## src/rtl/pic_pkg.sv

```systemverilog
// Shared types and constants for the PIC control block: init-state enum,
// OCW2 opcodes, and ICW/OCW bit positions.
package pic_pkg;

  localparam int unsigned DATA_W = 8;
  localparam int unsigned VB_W   = 5;
  localparam int unsigned VEC_W  = 3;

  typedef enum logic [2:0] {
    WAIT_ICW1 = 3'd0,
    WAIT_ICW2 = 3'd1,
    WAIT_ICW3 = 3'd2,
    WAIT_ICW4 = 3'd3,
    READY     = 3'd4
  } init_state_e;

  // OCW2 command codes carried in d[7:5]
  localparam logic [2:0] OCW2_ROT_AEOI_CLR = 3'b000;
  localparam logic [2:0] OCW2_NS_EOI       = 3'b001;
  localparam logic [2:0] OCW2_NOP          = 3'b010;
  localparam logic [2:0] OCW2_SP_EOI       = 3'b011;
  localparam logic [2:0] OCW2_ROT_AEOI_SET = 3'b100;
  localparam logic [2:0] OCW2_ROT_NS_EOI   = 3'b101;
  localparam logic [2:0] OCW2_SET_PRI      = 3'b110;
  localparam logic [2:0] OCW2_ROT_SP_EOI   = 3'b111;

  localparam int unsigned ICW1_IC4_BIT  = 0;
  localparam int unsigned ICW1_SNGL_BIT = 1;
  localparam int unsigned ICW1_LTIM_BIT = 3;
  localparam int unsigned ICW1_SEL_BIT  = 4;
  localparam int unsigned ICW4_AEOI_BIT = 1;
  localparam int unsigned OCW3_RIS_BIT  = 0;
  localparam int unsigned OCW3_RR_BIT   = 1;
  localparam int unsigned OCW3_P_BIT    = 2;

  localparam logic [1:0] OCW_SEL_OCW2 = 2'b00;
  localparam logic [1:0] OCW_SEL_OCW3 = 2'b01;

  function automatic logic [DATA_W-1:0] make_vector(
    input logic [VB_W-1:0]  base,
    input logic [VEC_W-1:0] vec
  );
    return {base, vec};
  endfunction

endpackage

```

## src/rtl/pic_inta_sequencer.sv

```systemverilog
// INTA handshake: falling-edge detect, two-pulse counter, vector drive, and
// the shared data_out/data_oe register where the vector overrides read data.
module pic_inta_sequencer
  import pic_pkg::*;
(
  input  logic              clk,
  input  logic              rst,
  input  logic              i_enable,
  input  logic              i_clr_count,
  input  logic              i_inta_n,
  input  logic [VEC_W-1:0]  i_int_vec,
  input  logic [VB_W-1:0]   i_vector_base,
  input  logic              i_rd_req,
  input  logic [DATA_W-1:0] i_rd_data,
  input  logic              i_poll_ack,
  output logic              o_ack_first,
  output logic              o_ack_second,
  output logic [DATA_W-1:0] o_data_out,
  output logic              o_data_oe
);

  logic              r_inta_d;
  logic              r_count;
  logic              r_vec_oe;
  logic              r_ack_first;
  logic              r_ack_second;
  logic              r_data_oe;
  logic [DATA_W-1:0] r_data_out;

  logic w_fall;
  logic w_second;
  logic w_vec_drive;

  assign w_fall      = r_inta_d & ~i_inta_n & i_enable;
  assign w_second    = w_fall & r_count;
  // vector stays on the bus for as long as INTA remains low after the second edge
  assign w_vec_drive = w_second | (r_vec_oe & ~i_inta_n);

  always_ff @(posedge clk) begin
    if (rst) begin
      r_inta_d     <= 1'b1;
      r_count      <= 1'b0;
      r_vec_oe     <= 1'b0;
      r_ack_first  <= 1'b0;
      r_ack_second <= 1'b0;
      r_data_oe    <= 1'b0;
      r_data_out   <= '0;
    end else begin
      r_inta_d     <= i_inta_n;
      r_ack_first  <= (w_fall & ~r_count) | i_poll_ack;
      r_ack_second <= w_second;
      if (i_clr_count)
        r_count <= 1'b0;
      else if (w_fall)
        r_count <= ~r_count;
      r_vec_oe  <= w_vec_drive;
      r_data_oe <= w_vec_drive | i_rd_req;
      if (w_second)
        r_data_out <= make_vector(i_vector_base, i_int_vec);
      else if (!w_vec_drive)
        r_data_out <= i_rd_req ? i_rd_data : DATA_W'(0);
    end
  end

  assign o_ack_first  = r_ack_first;
  assign o_ack_second = r_ack_second;
  assign o_data_out   = r_data_out;
  assign o_data_oe    = r_data_oe;

endmodule

```

## src/rtl/pic_control_logic.sv

```systemverilog
// PIC control logic: ICW init sequence, OCW decode, register reads, INTA
// vector delivery. Optional poll command enabled by macro PIC_POLL_EN.
module pic_control_logic
  import pic_pkg::*;
#(
  parameter logic [4:0] VEC_BASE_RST = 5'h00
) (
  input  logic        clk,
  input  logic        rst,
  input  logic        wr_en,
  input  logic        rd_en,
  input  logic        a0,
  input  logic [7:0]  data_in,
  input  logic        inta_n,
  input  logic        int_req,
  input  logic [2:0]  int_vec,
  input  logic [7:0]  irr,
  input  logic [7:0]  isr,
  input  logic [7:0]  imr,
  output logic [7:0]  IM,
  output logic [7:0]  operation,
  output logic        op_valid,
  output logic        LTIM,
  output logic        AEOI,
  output logic        ack_first,
  output logic        ack_second,
  output logic [7:0]  data_out,
  output logic        data_oe,
  output logic        ready
);

  init_state_e r_state;
  init_state_e w_state_nxt;

  logic              r_sngl;
  logic              r_ic4;
  logic              r_ltim;
  logic              r_aeoi;
  logic              r_read_sel;
  logic              r_op_valid;
  logic [DATA_W-1:0] r_im;
  logic [DATA_W-1:0] r_operation;
  logic [VB_W-1:0]   r_vector_base;

  logic              w_ready;
  logic              w_icw1;
  logic              w_data_wr;
  logic              w_ocw2;
  logic              w_ocw3;
  logic              w_poll_ack;
  logic [DATA_W-1:0] w_reg_rd;
  logic [DATA_W-1:0] w_rd_data;

  assign w_ready   = (r_state == READY);
  assign w_icw1    = wr_en & ~a0 & data_in[ICW1_SEL_BIT];
  assign w_data_wr = wr_en & a0;
  assign w_ocw2    = wr_en & ~a0 & w_ready & (data_in[4:3] == OCW_SEL_OCW2);
  assign w_ocw3    = wr_en & ~a0 & w_ready & (data_in[4:3] == OCW_SEL_OCW3);
  assign w_reg_rd  = a0 ? imr : (r_read_sel ? isr : irr);

  always_ff @(posedge clk) begin
    if (rst) r_state <= WAIT_ICW1;
    else     r_state <= w_state_nxt;
  end

  // ICW1 restarts the sequence from any state; later ICWs arrive on a0=1
  always_comb begin
    w_state_nxt = r_state;
    if (w_icw1) begin
      w_state_nxt = WAIT_ICW2;
    end else if (w_data_wr) begin
      case (r_state)
        WAIT_ICW2: w_state_nxt = !r_sngl ? WAIT_ICW3 : (r_ic4 ? WAIT_ICW4 : READY);
        WAIT_ICW3: w_state_nxt = r_ic4 ? WAIT_ICW4 : READY;
        WAIT_ICW4: w_state_nxt = READY;
        default:   w_state_nxt = r_state;
      endcase
    end
  end

  always_ff @(posedge clk) begin
    if (rst) begin
      r_sngl        <= 1'b0;
      r_ic4         <= 1'b0;
      r_ltim        <= 1'b0;
      r_aeoi        <= 1'b0;
      r_read_sel    <= 1'b0;
      r_op_valid    <= 1'b0;
      r_im          <= '0;
      r_operation   <= '0;
      r_vector_base <= VEC_BASE_RST;
    end else begin
      r_op_valid <= w_ocw2;
      if (w_icw1) begin
        r_ltim <= data_in[ICW1_LTIM_BIT];
        r_sngl <= data_in[ICW1_SNGL_BIT];
        r_ic4  <= data_in[ICW1_IC4_BIT];
        r_im   <= '0;
        r_aeoi <= 1'b0;
      end else if (w_data_wr) begin
        case (r_state)
          WAIT_ICW2: r_vector_base <= data_in[7:3];
          WAIT_ICW4: r_aeoi        <= data_in[ICW4_AEOI_BIT];
          READY:     r_im          <= data_in;
          default:   ;
        endcase
      end
      if (w_ocw2)
        r_operation <= data_in;
      if (w_ocw3 && data_in[OCW3_RR_BIT])
        r_read_sel <= data_in[OCW3_RIS_BIT];
    end
  end

`ifdef PIC_POLL_EN
  logic r_poll;

  always_ff @(posedge clk) begin
    if (rst)
      r_poll <= 1'b0;
    else if (w_ocw3 && data_in[OCW3_P_BIT])
      r_poll <= 1'b1;
    else if (rd_en)
      r_poll <= 1'b0;
  end

  assign w_poll_ack = rd_en & r_poll;
  assign w_rd_data  = w_poll_ack ? {int_req, 4'b0000, int_vec} : w_reg_rd;
`else
  logic w_unused_poll;

  assign w_unused_poll = int_req;
  assign w_poll_ack    = 1'b0;
  assign w_rd_data     = w_reg_rd;
`endif

  pic_inta_sequencer u_inta (
    .clk           (clk),
    .rst           (rst),
    .i_enable      (w_ready),
    .i_clr_count   (w_icw1),
    .i_inta_n      (inta_n),
    .i_int_vec     (int_vec),
    .i_vector_base (r_vector_base),
    .i_rd_req      (rd_en),
    .i_rd_data     (w_rd_data),
    .i_poll_ack    (w_poll_ack),
    .o_ack_first   (ack_first),
    .o_ack_second  (ack_second),
    .o_data_out    (data_out),
    .o_data_oe     (data_oe)
  );

  assign IM        = r_im;
  assign operation = r_operation;
  assign op_valid  = r_op_valid;
  assign LTIM      = r_ltim;
  assign AEOI      = r_aeoi;
  assign ready     = w_ready;

endmodule
```

## config.mk

```make
export PLATFORM = sky130hd
export DESIGN_NAME = pic_control_logic
export DESIGN_NICKNAME = d
export VERILOG_FILES = /design/src/rtl/pic_pkg.sv /design/src/rtl/pic_inta_sequencer.sv /design/src/rtl/pic_control_logic.sv
export SDC_FILE = /design/constraint.sdc
export NUM_CORES = 1
export LEC_CHECK = 0
export BUFFER_PORTS_ARGS = -buffer_cell sky130_fd_sc_hd__buf_2
export CORE_UTILIZATION = 25
export CTS_BUF_LIST = sky130_fd_sc_hd__clkbuf_8
export DETAILED_ROUTE_END_ITERATION = 7
export RECOVER_POWER = 50
export SYNTH_ARGS = -nofsm -noshare
export SYNTH_HDL_FRONTEND = slang
export SYNTH_SLANG_ARGS = --single-unit
export TNS_END_PERCENT = 1
```

## constraint.sdc

```tcl
create_clock -name clk -period 1.8 [get_ports clk]
set_clock_uncertainty 0.05 [all_clocks]
set_input_delay 0.27 -clock clk [delete_from_list [all_inputs] [get_ports clk]]
set_output_delay 0.27 -clock clk [all_outputs]
set_load 0.03 [all_outputs]
```

==> results of run 1 <==
[worst paths after layout]
path	from	to	slack (ns)	cells past startpoint
setup / recovery	r_state[0]	ready	0.12	3
hold / removal	inta_n	u_inta.r_inta_d	0.18	2
setup reg to reg	r_state[0]	u_inta.o_data_out[6]	0.13	3
hold reg to reg	u_inta.r_count	u_inta.o_ack_first	0.42	1
[synthesized netlist by cell type, types with 8 or more instances]
master,n,area share (%)
nor3_1,8,2.0
clkbuf_1,12,2.2
o2111ai_1,8,3.5
a311oi_1,8,3.5
mux2_2,8,4.5
nand2_1,10,1.9
mux2i_1,10,5.0
nand2b_1,27,8.4
nand3_1,13,3.2
a21oi_1,18,4.5
dfxtp_1,44,44
o21ai_0,17,4.2
[power groups by stage]
| stage | sequential (W) | combinational (W) | clock (W) |
|---|---|---|---|
| floorplan | 0.00104 | 0.0000928 | 0 |
| global placement | 0.00102 | 0.000203 | 0 |
| detailed placement | 0.00102 | 0.000205 | 0 |
| CTS | 0.000998 | 0.000206 | 0.000740 |
| global route | 0.00100 | 0.000220 | 0.000778 |
| finish | 0.000999 | 0.000199 | 0.000715 |
[metal layers]
| metal | wire length [um] | part of all wire, % | track usage (%) | vias up |
|---|---|---|---|---|
| li1 | - | - | - | 950 |
| met1 | 2580 | 49 | 17.4 | 843 |
| met2 | 2230 | 43 | 20.6 | 68 |
| met3 | 347 | 6.6 | 2.57 | 6 |
| met4 | 66 | 1.3 | 4.69 | 0 |
| met5 | 0 | 0 | 0 | - |
[logic make-up (layout without fill, tap and decap cells)]
family / count (synthesis) / count (layout) / synth area share, %
flops: 44 / 44 / 43.7
compound gates: 55 / 55 / 17.1
mux: 18 / 18 / 9.44
simple gates: 85 / 85 / 25.2
buf+inv: 22 / 90 / 4.59
[through the flow]
step	cell area, um2	setup WS (ns)	hold slack [ns]	std cells	power (W)
after floorplan	2020	0.0888	0.327	224	0.00113
after global placement	2500	0.220	0.405	389	0.00122
after detailed placement	2500	0.180	0.414	389	0.00123
after CTS	2600	0.0223	0.170	395	0.00194
after global routing	2550	0.0141	0.179	394	0.00200
final	2550	0.123	0.177	394	0.00191
[registers in the layout (all words and copies together) (netlist names), 3 cells and up]
signal and flops:
u_inta.o_data_out 8, IM 8, operation 8, r_vector_base 5
r_state 3
[worst max-delay path: stages (launching register included)]
cell	delay (ns)
dfxtp_1	0.32
or3b_4	0.50
inv_1	0.09
buf_4	0.15
[area by class of cell]
type,instances,share of cell area (%)
well taps,102,5.01
clock buffers,5,2.70
repair buffers,81,15.1
flip-flops and latches,44,34.6
clock inverters,1,1.18
multi-input cells,158,41.0
inverters,3,0.442
[timing repair]
action	in CTS	in global routing
resized for setup	2	0
gates cloned	0	0
endpoints found under the setup margin	1	1
==> summary.md, run 1 <==
| Metric | Value |
|---|---|
| RSZ-0062 raised after global routing | no |
| Critical Path AT | 1.36 ns |
| Antenna Nets Post-Route | 0 |
| Post-DP HPWL | 3810 um |
| Number of global-route vias before repair | ~1800 |
| Comb power frac | between 10% and 20% |
| WL/cell | 13.3 um |
| Final net count | roughly 340 |
| Post-route setup TNS | 0 ns |
| Cts hold-fix bufs | 0 |
| H-tree Lvls | 2 |
| Worst Setup Start Kind | flip-flop |
| Chip Width | 91.8 um |
| Detailed-route via count | 1867 |
| Core area | 7770 um2 |
| CTS root buffer | clkbuf_8 |
| Final Cycle Share | 93.2% |
| DR iter-0 viols | 46 |
| Port Buffer Count | between 70 and 80 |
| Synth cell types | 33 |
| WP data required | 1.48 ns |
| Least-Margin Pin Slew | 0.700 ns |
| Number of detailed-route iterations in the first pass | 4 |
| Total wire length | 5230 um |
| Die Height | 91.8 um |
| # fillers | 862 |
| CTS tree | yes |
| Max-Cap Viols | 0 |
| Gr usage total | 13.0% |
| Synth Register Bits | 44 |
| GP Congestion | ~0.78 |
| Synthesis Warnings | 0 |
| Sw Ratio | 23.2% |
| Clock sinks | 44 |
| Post-synth top flop | dfxtp_1 |
| Area growth syn-to-layout | 26.4% |
| CP Capture Type | output pin |
| Clock buffer depth | 2 |
| Power Dens Cells | 751 nW/um2 |
| DRC viols | 0 |
| Multi-input combinational cell area | 1040 um2 |
| Worst-Skew Late Latency | 0.29 ns |
| Most common cell after layout, fill and taps aside | dfxtp_1 |
| Net switching power | approximately 0.00044 W |
| Ys async rst share | 0% |
| Vias/cell | 4.74 |
| Core Util, Final | 32.8% |
| Fmax | 0.596 GHz |
| Initial antenna violation count | 0 |
| Synthesized Nets | approximately 270 |
| Outcome | complete, no violations |
| Most frequent cells in the layout | dfxtp_1, buf_2, clkbuf_1 |
| Slew margin rel. | between 50% and 60% |
| Pin count of the biggest net entering global routing | 40 |
| Reg power frac | about 52% |
| Clock-pin transition on the worst setup and hold timing paths | 0.08 ns |
| Syn_area_per_cell | 9.00 um2 |
| Clock power share | 37.4% |
| Final Max Slew Viols | 0 |
| Total clock buffers created by CTS | 5 |
| Cell Area, Synth | 2020 um2 |
| First-pass GRT wire length | 8700 um |
| Initial Util | 26.0% |
| Leakage Power | 0.911 nW |
| Int Power | 0.00147 W |
| Reg area | 881 um2 |
| Peak supply drop | 325 uV |
| Critical path type | reg -> out |
| Row count | 32 |
| Mapped Cells | 224 |
| Total gr overflow | 0 |
| Antenna Cells | 0 |
| Worst hold path class | in -> reg |
| Num ports | 73 |
| Post-route minimum period | about 1.7 ns |
| Ratio of cells with drive above 1 in the final layout | a little under a quarter |
| Die area | ~8400 um2 |
| Postcts setup bufs | 0 |
| Sequential fraction of the synthesis area | 43.7% |
| Final setup vio count | 0 |
| Max FO, Critical Path | 15 |
| Final Hold Violating Endpoints | 0 |
| Number of synthesized flops with an enable pin | 0 |
Power figures use the tool's default switching activity.
==> run 2: changes to the inputs <==
Settings changed: RECOVER_POWER 50 to default.
==> summary.md, run 2 (synthesized netlist as in run 1, its figures left out) <==
| Metric | Value |
|---|---|
| Detailed-route via count | 1875 |
| GP Congestion | 0.777 |
| CP Capture Type | output pin |
| Postcts setup bufs | 0 |
| Vias/cell | 4.76 |
| Slew margin rel. | 63.9% |
| Comb power frac | 10.6% |
| DR iter-0 viols | 50 |
| Fmax | 0.597 GHz |
| RSZ-0062 raised after global routing | no |
| Cts hold-fix bufs | 0 |
| Least-Margin Pin Slew | 0.541 ns |
| Num ports | 73 |
| Total gr overflow | 0 |
| Final Max Slew Viols | 0 |
| Post-DP HPWL | 3810 um |
| Worst-Skew Late Latency | between 0.2 and 0.3 ns |
| Power Dens Cells | 738 nW/um2 |
| Clock-pin transition on the worst setup and hold timing paths | 0.08 ns |
| Hold Crit Start | inta_n |
| Final Hold Violating Endpoints | 0 |
| CTS root buffer | clkbuf_8 |
| Initial antenna violation count | 0 |
| Post-route minimum period | 1.68 ns |
| Total wire length | 5220 um |
| Clock sinks | 44 |
| Slowest stage cell, crit path | or3b_4 |
| Worst Setup Start Kind | flip-flop |
| Initial Util | about a quarter |
| Die area | 8430 um2 |
| Clock power share | 37.3% |
| Largest stage delay, worst path | 0.48 ns |
| Peak supply drop | 324 uV |
| Core area | 7770 um2 |
| Port Buffer Count | 71 |
| Antenna Cells | 0 |
| Final setup vio count | 0 |
| Gr usage total | 13.0% |
| Critical path type | reg -> out |
| Max FO, Critical Path | 15 |
| Cells after DPL | 389 |
| Post-Layout Cell Count | slightly below 400 |
| Critical Path AT | 1.36 ns |
| H-tree Lvls | 2 |
| Worst hold path class | in -> reg |
| Die Height | just over 90 um |
| Total clock buffers created by CTS | 5 |
| Final Cycle Share | between 90% and 100% |
| WP data required | 1.48 ns |
| Leakage Power | about 1.0 nW |
| CTS tree | yes |
| Ratio of cells with drive above 1 in the final layout | 33.6% |
| Area growth syn-to-layout | 28.8% |
| Hold path cells | 2 |
| Max-Cap Viols | 0 |
| DRC viols | 0 |
| Clock buffer depth | 2 |
| Row count | 32 |
| Pin count of the biggest net entering global routing | 40 |
| Int Power | 0.00147 W |
| Sequence of cells on the critical path | or3b_4, inv_1, buf_4 |
| Sw Ratio | 23.1% |
| Chip Width | slightly above 90 um |
| Most common cell after layout, fill and taps aside | buf_2 |
| Post-route setup TNS | 0 ns |
| Reg power frac | ~52% |
| # fillers | 847 |
| Antenna Nets Post-Route | 0 |
| Worst r2r src | r_state[2] |
| Net switching power | 0.000443 W |
| Final net count | 335 |
| Worst min-delay path endpoint | u_inta.r_inta_d |
| Most frequent cells in the layout | buf_2, dfxtp_1, nand2b_1 |
| Worst R2R End | u_inta.o_data_out[6] |
| First-pass GRT wire length | 8700 um |
| Number of global-route vias before repair | 1795 |
| Reg2reg setup slack | 0.13 ns |
| Outcome | complete, no violations |
| WL/cell | 13.2 um |
| Number of detailed-route iterations in the first pass | 4 |
| R2R depth | 3 |
==> run 2: changes by cell type in the layout (fill, tap and decap cells not counted), sizes merged <==
cell    previous run  this run
buf               48        81
clkbuf            38         5
==> run 2: worst max-delay path by stage <==
stage,startpoint,to,slack [ns]
global route,r_state[2],u_inta.o_data_out[3],0.02
detailed placement,r_state[0],u_inta.o_data_out[6],0.18
CTS,r_state[2],ready,0.02
floorplan,r_state[1],operation[0],0.09
finish,r_state[2],ready,0.12
global placement,r_state[0],u_inta.r_count,0.22
==> run 2: final cells by class <==
class	instances	area, um2	area share, %
Clock inverter	1	30.0	1.16
Sequential cell	44	881	33.9
Clock buffer	5	68.8	2.65
Tap cell	102	128	4.92
Multi-Input combinational cell	158	1040	40.2
Inverter	3	11.3	0.434
Timing Repair Buffer	81	433	16.7
==> run 2: power groups by stage <==
stage | Sequential [W] | Clock, W | Combinational, W
after detailed placement | 0.00102 | 0 | 0.000205
after CTS | 0.000998 | 0.000740 | 0.000206
after global placement | 0.00102 | 0 | 0.000203
after global routing | 0.00100 | 0.000778 | 0.000224
after floorplan | 0.00104 | 0 | 0.0000928
final | 0.000998 | 0.000715 | 0.000203
==> run 2: metrics by stage <==
stage	instance area (um2)	util, %	worst slack [ns]	hold slack [ns]	total power, W
after global placement	2500	32.2	0.220	0.405	0.00122
after global routing	2600	33.4	0.0180	0.179	0.00200
after floorplan	2020	-	0.0888	0.327	0.00113
after detailed placement	2500	32.2	0.180	0.414	0.00123
after CTS	2600	33.5	0.0223	0.170	0.00194
final	2600	33.4	0.124	0.177	0.00192
==> run 2: repair_timing <==
| item | in CTS | in global routing |
|---|---|---|
| gates resized for setup | 2 | 0 |
| endpoints found under the setup margin | 1 | 1 |
| endpoints found under the hold margin | 0 | 0 |
==> run 2: per-layer routing <==
metal	global-route usage (%)	share of wire, %	routed length [um]
met1	17.4	49	2540
met2	20.6	42	2210
met3	2.57	7.7	404
met4	4.69	1.3	66
met5	0	0	0
==> run 2: critical path, delay by kind of cell, from the launching register on <==
family | cells | cell delay, ns
buffers and inverters | 2 | 0.24
flip-flops | 1 | 0.33
AND/OR/NAND/NOR | 1 | 0.48
==> run 3: changes to the inputs <==
Settings changed: SETUP_SLACK_MARGIN from default to 0.5.
==> summary.md, run 3 (synthesized netlist as in run 1, its figures left out) <==
| Metric | Value |
|---|---|
| Post-route setup TNS | 0 ns |
| Uppermost routed layer | met4 |
| Antenna Nets Post-Route | 0 |
| Reg area | 885 um2 |
| Power Dens Cells | between 700 and 800 nW/um2 |
| H-tree Lvls | 2 |
| Core area | 7770 um2 |
| Initial Util | 26.0% |
| Worst Setup Start Kind | flip-flop |
| Area growth syn-to-layout | 31.7% |
| Total clock buffers created by CTS | 5 |
| Max-Cap Viols | 0 |
| Critical Path AT | between 1 and 1.5 ns |
| Worst hold path class | in -> reg |
| Total wire length | 5280 um |
| Die Height | 91.8 um |
| Most frequent cells in the layout | buf_2, dfxtp_1, nand2b_1 |
| DRC viols | 0 |
| Chip Width | 91.8 um |
| Row count | 32 |
| WP data required | around 1.5 ns |
| Detailed-route via count | 1905 |
| Post-route minimum period | 1.64 ns |
| Most common cell after layout, fill and taps aside | buf_2 |
| Clock sinks | 44 |
| Post-Layout Cell Count | 401 |
| Vias/cell | 4.75 |
| Clock buffer depth | 2 |
| DR iter-0 viols | 53 |
| Final Hold Violating Endpoints | 0 |
| Ratio of cells with drive above 1 in the final layout | 36.1% |
| Final Max Slew Viols | 0 |
| Initial antenna violation count | 0 |
| GP Congestion | approximately 0.78 |
| Leakage Power | around 1.1 nW |
| Met1 wire length | ~2600 um |
| Number of global-route vias before repair | ~1800 |
| WL/cell | approximately 13 um |
| Die area | 8430 um2 |
| Final setup vio count | 0 |
| Multi-input combinational cell area | 1040 um2 |
| Final Cycle Share | between 90% and 100% |
| Critical path type | reg -> out |
| Final net count | 340 |
| CTS root buffer | clkbuf_8 |
| Antenna Cells | 0 |
| RSZ-0062 raised after global routing | yes |
| First-pass GRT wire length | 8810 um |
| Slew margin rel. | 64.7% |
| Num ports | 73 |
| Gr usage total | 13.2% |
| Number of detailed-route iterations in the first pass | 4 |
| Total gr overflow | 0 |
| Worst-Skew Late Latency | 0.29 ns |
| Routed wl met2 | 2240 um |
| R2R depth | 5 |
| Outcome | complete, no violations |
| Cells after DPL | 389 |
| CP Capture Type | output pin |
| # fillers | 837 |
| CTS tree | yes |
| Clock-pin transition on the worst setup and hold timing paths | 0.09 ns |
| Met3 wire len | 372 um |
| Post-DP HPWL | roughly 3800 um |
| Hold path cells | 2 |
| Max FO, Critical Path | 3 |
| Peak supply drop | 308 uV |
| Port Buffer Count | 71 |
| Fmax | 0.612 GHz |
| Least-Margin Pin Slew | 0.529 ns |
| Pin count of the biggest net entering global routing | 40 |
==> run 3: cell count changes in the layout (fill, tap and decap cells not counted) <==
| cell | delta |
|---|---|
| buf_2 | +1 |
| buf_4 | +1 |
| buf_6 | +3 |
| clkinv_2 | +1 |
| dfxtp_1 | -3 |
| dfxtp_2 | +3 |
| inv_2 | +1 |
==> run 3: critical path, stage by stage, from the launching register on <==
cell and delay, ns:
dfxtp_2 0.33, or3b_4 0.40, buf_6 0.13, inv_2 0.04, buf_6 0.12
==> run 3: where the power goes <==
group | internal, W | switching, W | total (W)
combinational | 0.0000867 | 0.000118 | 0.000204
sequential | 0.000990 | 0.00000778 | 0.000997
clock | 0.000406 | 0.000325 | 0.000731
==> run 3: cell type report <==
class / instances / area share, %
flip-flops and latches: 44 / 33.3
well taps: 102 / 4.81
repair buffers: 86 / 18.0
clock inverters: 3 / 1.46
inverters: 3 / 0.424
clock buffers: 5 / 2.59
multi-input cells: 158 / 39.3
==> run 3: what timing repair did <==
action,CTS,global route
hold buffers,0,0
setup buffers,3,0
pin swaps,1,3
hold endpoints to repair,0,0
gates cloned,0,1
gates resized for setup,7,2
endpoints found under the setup margin,37,38
==> run 3: routing by layer <==
layer | track usage [%] | vias to the layer above
li1 | - | 959
met1 | 18.0 | 859
met2 | 20.3 | 80
met3 | 3.15 | 7
met4 | 4.30 | 0
met5 | 0 | -
==> run 3: path summary, 6_finish.rpt <==
check | start | end | slack (ns)
worst max-delay path | r_state[0] | ready | 0.16
worst min-delay path | inta_n | u_inta.r_inta_d | 0.17
worst max register to register | r_state[0] | u_inta.r_count | 0.18
worst min register to register | u_inta.r_count | u_inta.o_ack_first | 0.41
==> run 3: metrics by stage <==
step / power [W] / instance area, um2 / worst slack (ns) / hold WS, ns / util [%]
3_3_place_gp: 0.00122 / 2500 / 0.226 / 0.406 / 32.2
4_1_cts: 0.00196 / 2650 / 0.144 / 0.161 / 34.1
2_1_floorplan: 0.00113 / 2020 / 0.0888 / 0.327 / -
5_1_grt: 0.00204 / 2660 / 0.113 / 0.155 / 34.2
3_5_place_dp: 0.00122 / 2500 / 0.191 / 0.410 / 32.2
6_report: 0.00193 / 2660 / 0.165 / 0.168 / 34.2
